===== config.mk =====
export PLATFORM = sky130hd
export DESIGN_NAME = mem_port_arbiter
export DESIGN_NICKNAME = d
export VERILOG_FILES = /design/src/rtl/mem_port_arbiter_pkg.sv /design/src/rtl/mem_port_arbiter_timeout_ctr.sv /design/src/rtl/mem_port_arbiter.sv
export SDC_FILE = /design/constraint.sdc
export NUM_CORES = 1
export LEC_CHECK = 0
export CORE_MARGIN = 2
export CORE_UTILIZATION = 35
export DETAILED_ROUTE_END_ITERATION = 10
export PLACE_DENSITY = 0.75
export SETUP_SLACK_MARGIN = 0.5
export SYNTH_ARGS = -nofsm -noshare
export SYNTH_HDL_FRONTEND = slang
export SYNTH_HIERARCHICAL = 1
export SYNTH_SLANG_ARGS = --single-unit

===== constraint.sdc =====
create_clock -name clk -period 7.1 [get_ports clk]
set_input_delay 1.42 -clock clk [delete_from_list [all_inputs] [get_ports clk]]
set_output_delay 1.42 -clock clk [all_outputs]
set_load 0.02 [all_outputs]

===== src/rtl/mem_port_arbiter_pkg.sv =====
// Shared encodings for the IF/MEM memory port arbiter: FSM states,
// bus owner identifiers and the timeout counter width.
package mem_port_arbiter_pkg;

    localparam int TIMEOUT_W = 8;

    typedef logic [1:0] arb_state_t;

    localparam arb_state_t IDLE    = 2'd0;
    localparam arb_state_t BUS_IF  = 2'd1;
    localparam arb_state_t BUS_MEM = 2'd2;
    localparam arb_state_t DONE    = 2'd3;

    localparam logic OWN_IF  = 1'b0;
    localparam logic OWN_MEM = 1'b1;

endpackage


===== src/rtl/mem_port_arbiter_timeout_ctr.sv =====
// Bus wait counter: cleared outside a bus transaction, counts bus cycles,
// and flags the cycle in which the TIMEOUT-th bus cycle completes.
module bus_timeout_ctr
    import mem_port_arbiter_pkg::*;
#(
    parameter int TIMEOUT = 255
) (
    input  logic clk,
    input  logic reset,
    input  logic clear,
    input  logic enable,
    output logic expired
);

    logic [TIMEOUT_W-1:0] count_q;
    logic [TIMEOUT_W-1:0] count_d;

    always_comb begin
        count_d = count_q;
        if (clear) begin
            count_d = '0;
        end else if (enable) begin
            count_d = count_q + TIMEOUT_W'(1);
        end
    end

    always_ff @(posedge clk or negedge reset) begin
        if (!reset) begin
            count_q <= '0;
        end else begin
            count_q <= count_d;
        end
    end

    // count_q holds the number of bus cycles already spent, so the
    // TIMEOUT-th cycle is the one where it reads TIMEOUT-1.
    assign expired = enable && (count_q == TIMEOUT_W'(TIMEOUT - 1));

endmodule


===== src/rtl/mem_port_arbiter.sv =====
// Arbitrates one single-ported memory bus between instruction fetch and the
// MEM stage, runs a request/ack transaction per access, and drives stalls.
module mem_port_arbiter
    import mem_port_arbiter_pkg::*;
#(
    parameter int ADDR_W  = 32,
    parameter int DATA_W  = 32,
    parameter int TIMEOUT = 255
) (
    input  logic              clk,
    input  logic              reset,
    input  logic              if_req,
    input  logic [ADDR_W-1:0] if_addr,
    output logic [DATA_W-1:0] if_rdata,
    output logic              if_ready,
    input  logic              mem_rd,
    input  logic              mem_wr,
    input  logic [ADDR_W-1:0] mem_addr,
    input  logic [DATA_W-1:0] mem_wdata,
    output logic [DATA_W-1:0] mem_rdata,
    output logic              mem_ready,
    output logic              bus_req,
    output logic              bus_we,
    output logic [ADDR_W-1:0] bus_addr,
    output logic [DATA_W-1:0] bus_wdata,
    input  logic [DATA_W-1:0] bus_rdata,
    input  logic              bus_ack,
    output logic              stall_if,
    output logic              stall_mem,
    output logic              bus_err
);

    arb_state_t        state_q,     state_d;
    logic              last_mem_q,  last_mem_d;
    logic              bus_req_q,   bus_req_d;
    logic              bus_we_q,    bus_we_d;
    logic [ADDR_W-1:0] bus_addr_q,  bus_addr_d;
    logic [DATA_W-1:0] bus_wdata_q, bus_wdata_d;
    logic [DATA_W-1:0] if_rdata_q,  if_rdata_d;
    logic [DATA_W-1:0] mem_rdata_q, mem_rdata_d;
    logic              if_ready_q,  if_ready_d;
    logic              mem_ready_q, mem_ready_d;
    logic              bus_err_q,   bus_err_d;

    logic              mem_pend;
    logic              in_bus;
    logic              cur_owner;
    logic              owner_live;
    logic              tmo_expired;
    logic [DATA_W-1:0] captured;

    assign mem_pend   = mem_rd | mem_wr;
    assign in_bus     = (state_q == BUS_IF) || (state_q == BUS_MEM);
    assign cur_owner  = (state_q == BUS_MEM) ? OWN_MEM : OWN_IF;
    assign owner_live = (cur_owner == OWN_MEM) ? mem_pend : if_req;
    assign captured   = bus_ack ? bus_rdata : '0;

    bus_timeout_ctr #(
        .TIMEOUT(TIMEOUT)
    ) u_timeout (
        .clk    (clk),
        .reset  (reset),
        .clear  (!in_bus),
        .enable (in_bus),
        .expired(tmo_expired)
    );

    always_comb begin
        state_d     = state_q;
        last_mem_d  = last_mem_q;
        bus_req_d   = bus_req_q;
        bus_we_d    = bus_we_q;
        bus_addr_d  = bus_addr_q;
        bus_wdata_d = bus_wdata_q;
        if_rdata_d  = if_rdata_q;
        mem_rdata_d = mem_rdata_q;
        if_ready_d  = 1'b0;
        mem_ready_d = 1'b0;
        bus_err_d   = bus_err_q;

        case (state_q)
            IDLE: begin
                // MEM normally wins, but IF gets the slot right after a MEM grant.
                if (mem_pend && !(last_mem_q && if_req)) begin
                    state_d     = BUS_MEM;
                    last_mem_d  = 1'b1;
                    bus_req_d   = 1'b1;
                    bus_we_d    = mem_wr;
                    bus_addr_d  = mem_addr;
                    bus_wdata_d = mem_wdata;
                end else if (if_req) begin
                    state_d    = BUS_IF;
                    last_mem_d = 1'b0;
                    bus_req_d  = 1'b1;
                    bus_we_d   = 1'b0;
                    bus_addr_d = if_addr;
                end
            end
            BUS_IF, BUS_MEM: begin
                if (bus_ack || tmo_expired) begin
                    state_d   = DONE;
                    bus_req_d = 1'b0;
                    if (!bus_ack) begin
                        bus_err_d = 1'b1;
                    end
                    // A requester that has withdrawn gets neither data nor a pulse.
                    if (owner_live) begin
                        if (cur_owner == OWN_MEM) begin
                            mem_ready_d = 1'b1;
                            if (!bus_we_q) begin
                                mem_rdata_d = captured;
                            end
                        end else begin
                            if_ready_d = 1'b1;
                            if_rdata_d = captured;
                        end
                    end
                end
            end
            DONE: begin
                state_d = IDLE;
            end
            default: begin
                state_d = IDLE;
            end
        endcase
    end

    always_ff @(posedge clk or negedge reset) begin
        if (!reset) begin
            state_q     <= IDLE;
            last_mem_q  <= 1'b0;
            bus_req_q   <= 1'b0;
            bus_we_q    <= 1'b0;
            bus_addr_q  <= '0;
            bus_wdata_q <= '0;
            if_rdata_q  <= '0;
            mem_rdata_q <= '0;
            if_ready_q  <= 1'b0;
            mem_ready_q <= 1'b0;
            bus_err_q   <= 1'b0;
        end else begin
            state_q     <= state_d;
            last_mem_q  <= last_mem_d;
            bus_req_q   <= bus_req_d;
            bus_we_q    <= bus_we_d;
            bus_addr_q  <= bus_addr_d;
            bus_wdata_q <= bus_wdata_d;
            if_rdata_q  <= if_rdata_d;
            mem_rdata_q <= mem_rdata_d;
            if_ready_q  <= if_ready_d;
            mem_ready_q <= mem_ready_d;
            bus_err_q   <= bus_err_d;
        end
    end

    assign bus_req   = bus_req_q;
    assign bus_we    = bus_we_q;
    assign bus_addr  = bus_addr_q;
    assign bus_wdata = bus_wdata_q;
    assign if_rdata  = if_rdata_q;
    assign mem_rdata = mem_rdata_q;
    assign if_ready  = if_ready_q;
    assign mem_ready = mem_ready_q;
    assign bus_err   = bus_err_q;

    assign stall_if  = if_req & ~if_ready_q;
    assign stall_mem = mem_pend & ~mem_ready_q;

endmodule


==> metrics.md <==
| Metric | Value |
|---|---|
| Vias in the first global route | 4907 |
| Register Area | 0.00360 mm² |
| Share of layout cells above drive strength 1 | 18.9% |
| Multi-input logic area | 0.00235 mm² |
| Worst-Skew Late Latency | 0.41 ns |
| Synth Register Bits | 144 |
| IO Port Bufs | 268 |
| PD cells | 458 mW/mm² |
| Design Area, Final | 0.00960 mm² |
| Final Hold Viols | 0 |
| DRT Pass-1 Iters | 4 |
| Syn Std Cell Area | 0.00610 mm² |
| Slew margin rel. | 39.1% |
| Die height | 136 µm |
| Commonest non-fill, non-tap cell in the layout | clkdlybuf4s50_1 |
| Fmax | 228 MHz |
| Row cnt | 48 |
| Crit path required time | 5.68 ns |
| Fraction of registers with async set/reset | 100% |
| Vias per std cell | 4.74 |
| Die area | 0.0185 mm² |
| Crit path launch type | input port |
| Max-Cap Viols | 0 |
| CTS root buffer | clkbuf_16 |
| Global-route wire length before repair | 25.3 mm |
| Fillers | 1428 |
| # setup viols final | 0 |
| Critical Path AT | 2.97 ns |
| Setup bufs post-CTS | 0 |
| WL/cell | 16.6 µm |
| CTS Hold Bufs | 0 |
| RSZ-0062 raised after global routing | false |
| Mapped Nets | 598 |
| Antenna Nets Post-Route | 0 |
| Total gr overflow | 0 |
| CP endpoint kind | output pin |
| Io pins | 269 |
| Placer's final routability congestion estimate | 0.758 |
| Clk buf depth | 2 |
| CTS Sinks | 144 |
| Mapped Cells | 459 |
| CP Max Fanout | 6 |
| Die W | 136 µm |
| Status | finished clean |
| DPL Wire Length | 11.7 mm |
| Sequential-to-total area share from yosys stat | 59.1% |
| Nets | 865 |
| Largest net degree at the start of global routing | 74 |
| Most frequent cells in the layout | clkdlybuf4s50_1 (267), dfrtp_1 (144), mux2_2 (94) |
| Worst hold path class | reg2reg |
| Ys flop type | dfrtp_1 |
| Max rail drop VDD | 0.000293 V |
| DRT Wirelength | 16.0 mm |
| Tmin final | 4.39 ns |
| CTS Buf Count | 17 |
| Fin Clk Skew | 0.00846 ns |
| Initial Util | 35.5% |
| Placed Area | 0.00898 mm² |
| Initial antenna violation count | 0 |
| Via count | 4573 |
| Distinct cells, synth | 35 |
| Post_cts resized | 0 |
| Antenna diode count | 0 |
| Synth-to-layout area growth | 57.4% |
| # DRC | 0 |
| TritonCTS clock tree | built |
| Core box area | 0.0172 mm² |
| Final max-slew violation count | 0 |
| DRT iter0 DRCs | 126 |
| Setup tns final | 0 ns |
| Ys Warns | 6 |
| Final period util | 61.8% |
| Clock Pin Slew Worst Setup and Hold Paths | 0.06 ns |
| Worst-Margin Slew | 0.913 ns |
| Gr usage total | 17.7% |
| Synthesized area per cell | 13.3 µm² |
| CTS HTree Levels | 4 |
| Pleak | 4.20 nW |
| CP Class | in2out |
| Post-synth EDFFs | 0 |
==> routing by layer <==
| metal | GRT usage [%] | vias up | share of wire [%] |
|---|---|---|---|
| li1 | - | 2126 | - |
| met1 | 19.7 | 2237 | 38 |
| met2 | 31.0 | 192 | 51 |
| met3 | 7.12 | 18 | 8.8 |
| met4 | 5.56 | 0 | 1.7 |
| met5 | 0 | - | 0 |
==> registers in the layout, indices dropped and copies added (netlist names) <==
register           flops
state_q                2
bus_err                1
bus_addr              32
bus_req                1
u_timeout/count_q      8
mem_rdata             32
mem_ready              1
if_ready               1
bus_wdata             32
bus_we                 1
if_rdata              32
last_mem_q             1
==> power breakdown <==
| group | total [mW] | switching (mW) | internal [mW] |
|---|---|---|---|
| Combinational | 2.06 | 1.01 | 1.04 |
| Clock | 0.933 | 0.363 | 0.570 |
| Sequential | 1.41 | 0.208 | 1.20 |
==> path summary, 6_finish.rpt <==
| kind | startpoint | to | slack, ns | cells past startpoint |
|---|---|---|---|---|
| max | mem_wr | stall_mem | 2.71 | 4 |
| min | bus_addr[30]$_DFFE_PN0P_ | bus_addr[30]$_DFFE_PN0P_ | 0.48 | 2 |
| max reg2reg | state_q[0]$_DFFE_PN0P_ | if_rdata[5]$_DFFE_PN0P_ | 4.16 | 8 |
| min reg2reg | bus_addr[30]$_DFFE_PN0P_ | bus_addr[30]$_DFFE_PN0P_ | 0.48 | 2 |
| max in group asynchronous | reset | mem_rdata[24]$_DFFE_PN0P_ | 4.70 | 2 |
| min in group asynchronous | reset | bus_wdata[3]$_DFFE_PN0P_ | 1.01 | 1 |
==> worst max-delay path, stage by stage <==
cell             delay, ns
clkdlybuf4s50_1       0.66
nor2_1                0.12
nor2_1                0.10
clkdlybuf4s50_1       0.66
==> metrics by stage <==
stage / std cells / hold slack, ns / total power [mW] / setup slack, ns / util, %
5_1_grt: 964 / 0.507 / 4.65 / 2.67 / 55.9
4_1_cts: 964 / 0.484 / 4.45 / 2.70 / 55.9
3_5_place_dp: 932 / 0.469 / 3.50 / 2.70 / 52.3
2_1_floorplan: 459 / 0.448 / 2.51 / 3.93 / -
3_3_place_gp: 932 / 0.460 / 3.43 / 2.71 / 52.3
6_report: 964 / 0.476 / 4.40 / 2.71 / 55.9
==> final cells by class <==
class,instances,area share (%)
clock buffer,19,4.61
clock inverter,13,1.82
inverter,6,0.235
multi-input combinational,283,24.4
sequential,144,37.5
tap,225,2.93
timing repair buffer,274,28.4
==> cells by family after synthesis <==
group                    count (synthesis)  synth area share [%]
AO/OA/AOI/OAI                           49                  4.47
adder cells (fa/ha/maj)                  5                  1.03
multiplexers                           131                  23.5
XOR/XNOR                                 4                 0.574
buffers and inverters                   32                  3.08
flip-flops                             144                  59.1
AND/OR/NAND/NOR                         94                  8.31
==> Yosys cell counts, types with 2 or more instances <==
library cell | number | area share (%)
a21oi_1 | 5 | 0.41
and2_1 | 32 | 3.3
buf_2 | 6 | 0.49
buf_4 | 10 | 1.2
buf_6 | 3 | 0.55
clkbuf_1 | 7 | 0.43
dfrtp_1 | 144 | 59
ha_1 | 5 | 1.0
inv_1 | 6 | 0.37
mux2_1 | 3 | 0.55
mux2_2 | 94 | 17
mux2i_1 | 34 | 5.6
nand2_1 | 36 | 2.2
nand3_1 | 2 | 0.16
nand4_1 | 3 | 0.31
nor2_1 | 10 | 0.62
o21ai_0 | 36 | 3.0
or3_1 | 4 | 0.41
xor2_1 | 3 | 0.43
Power figures use the tool's default switching activity.
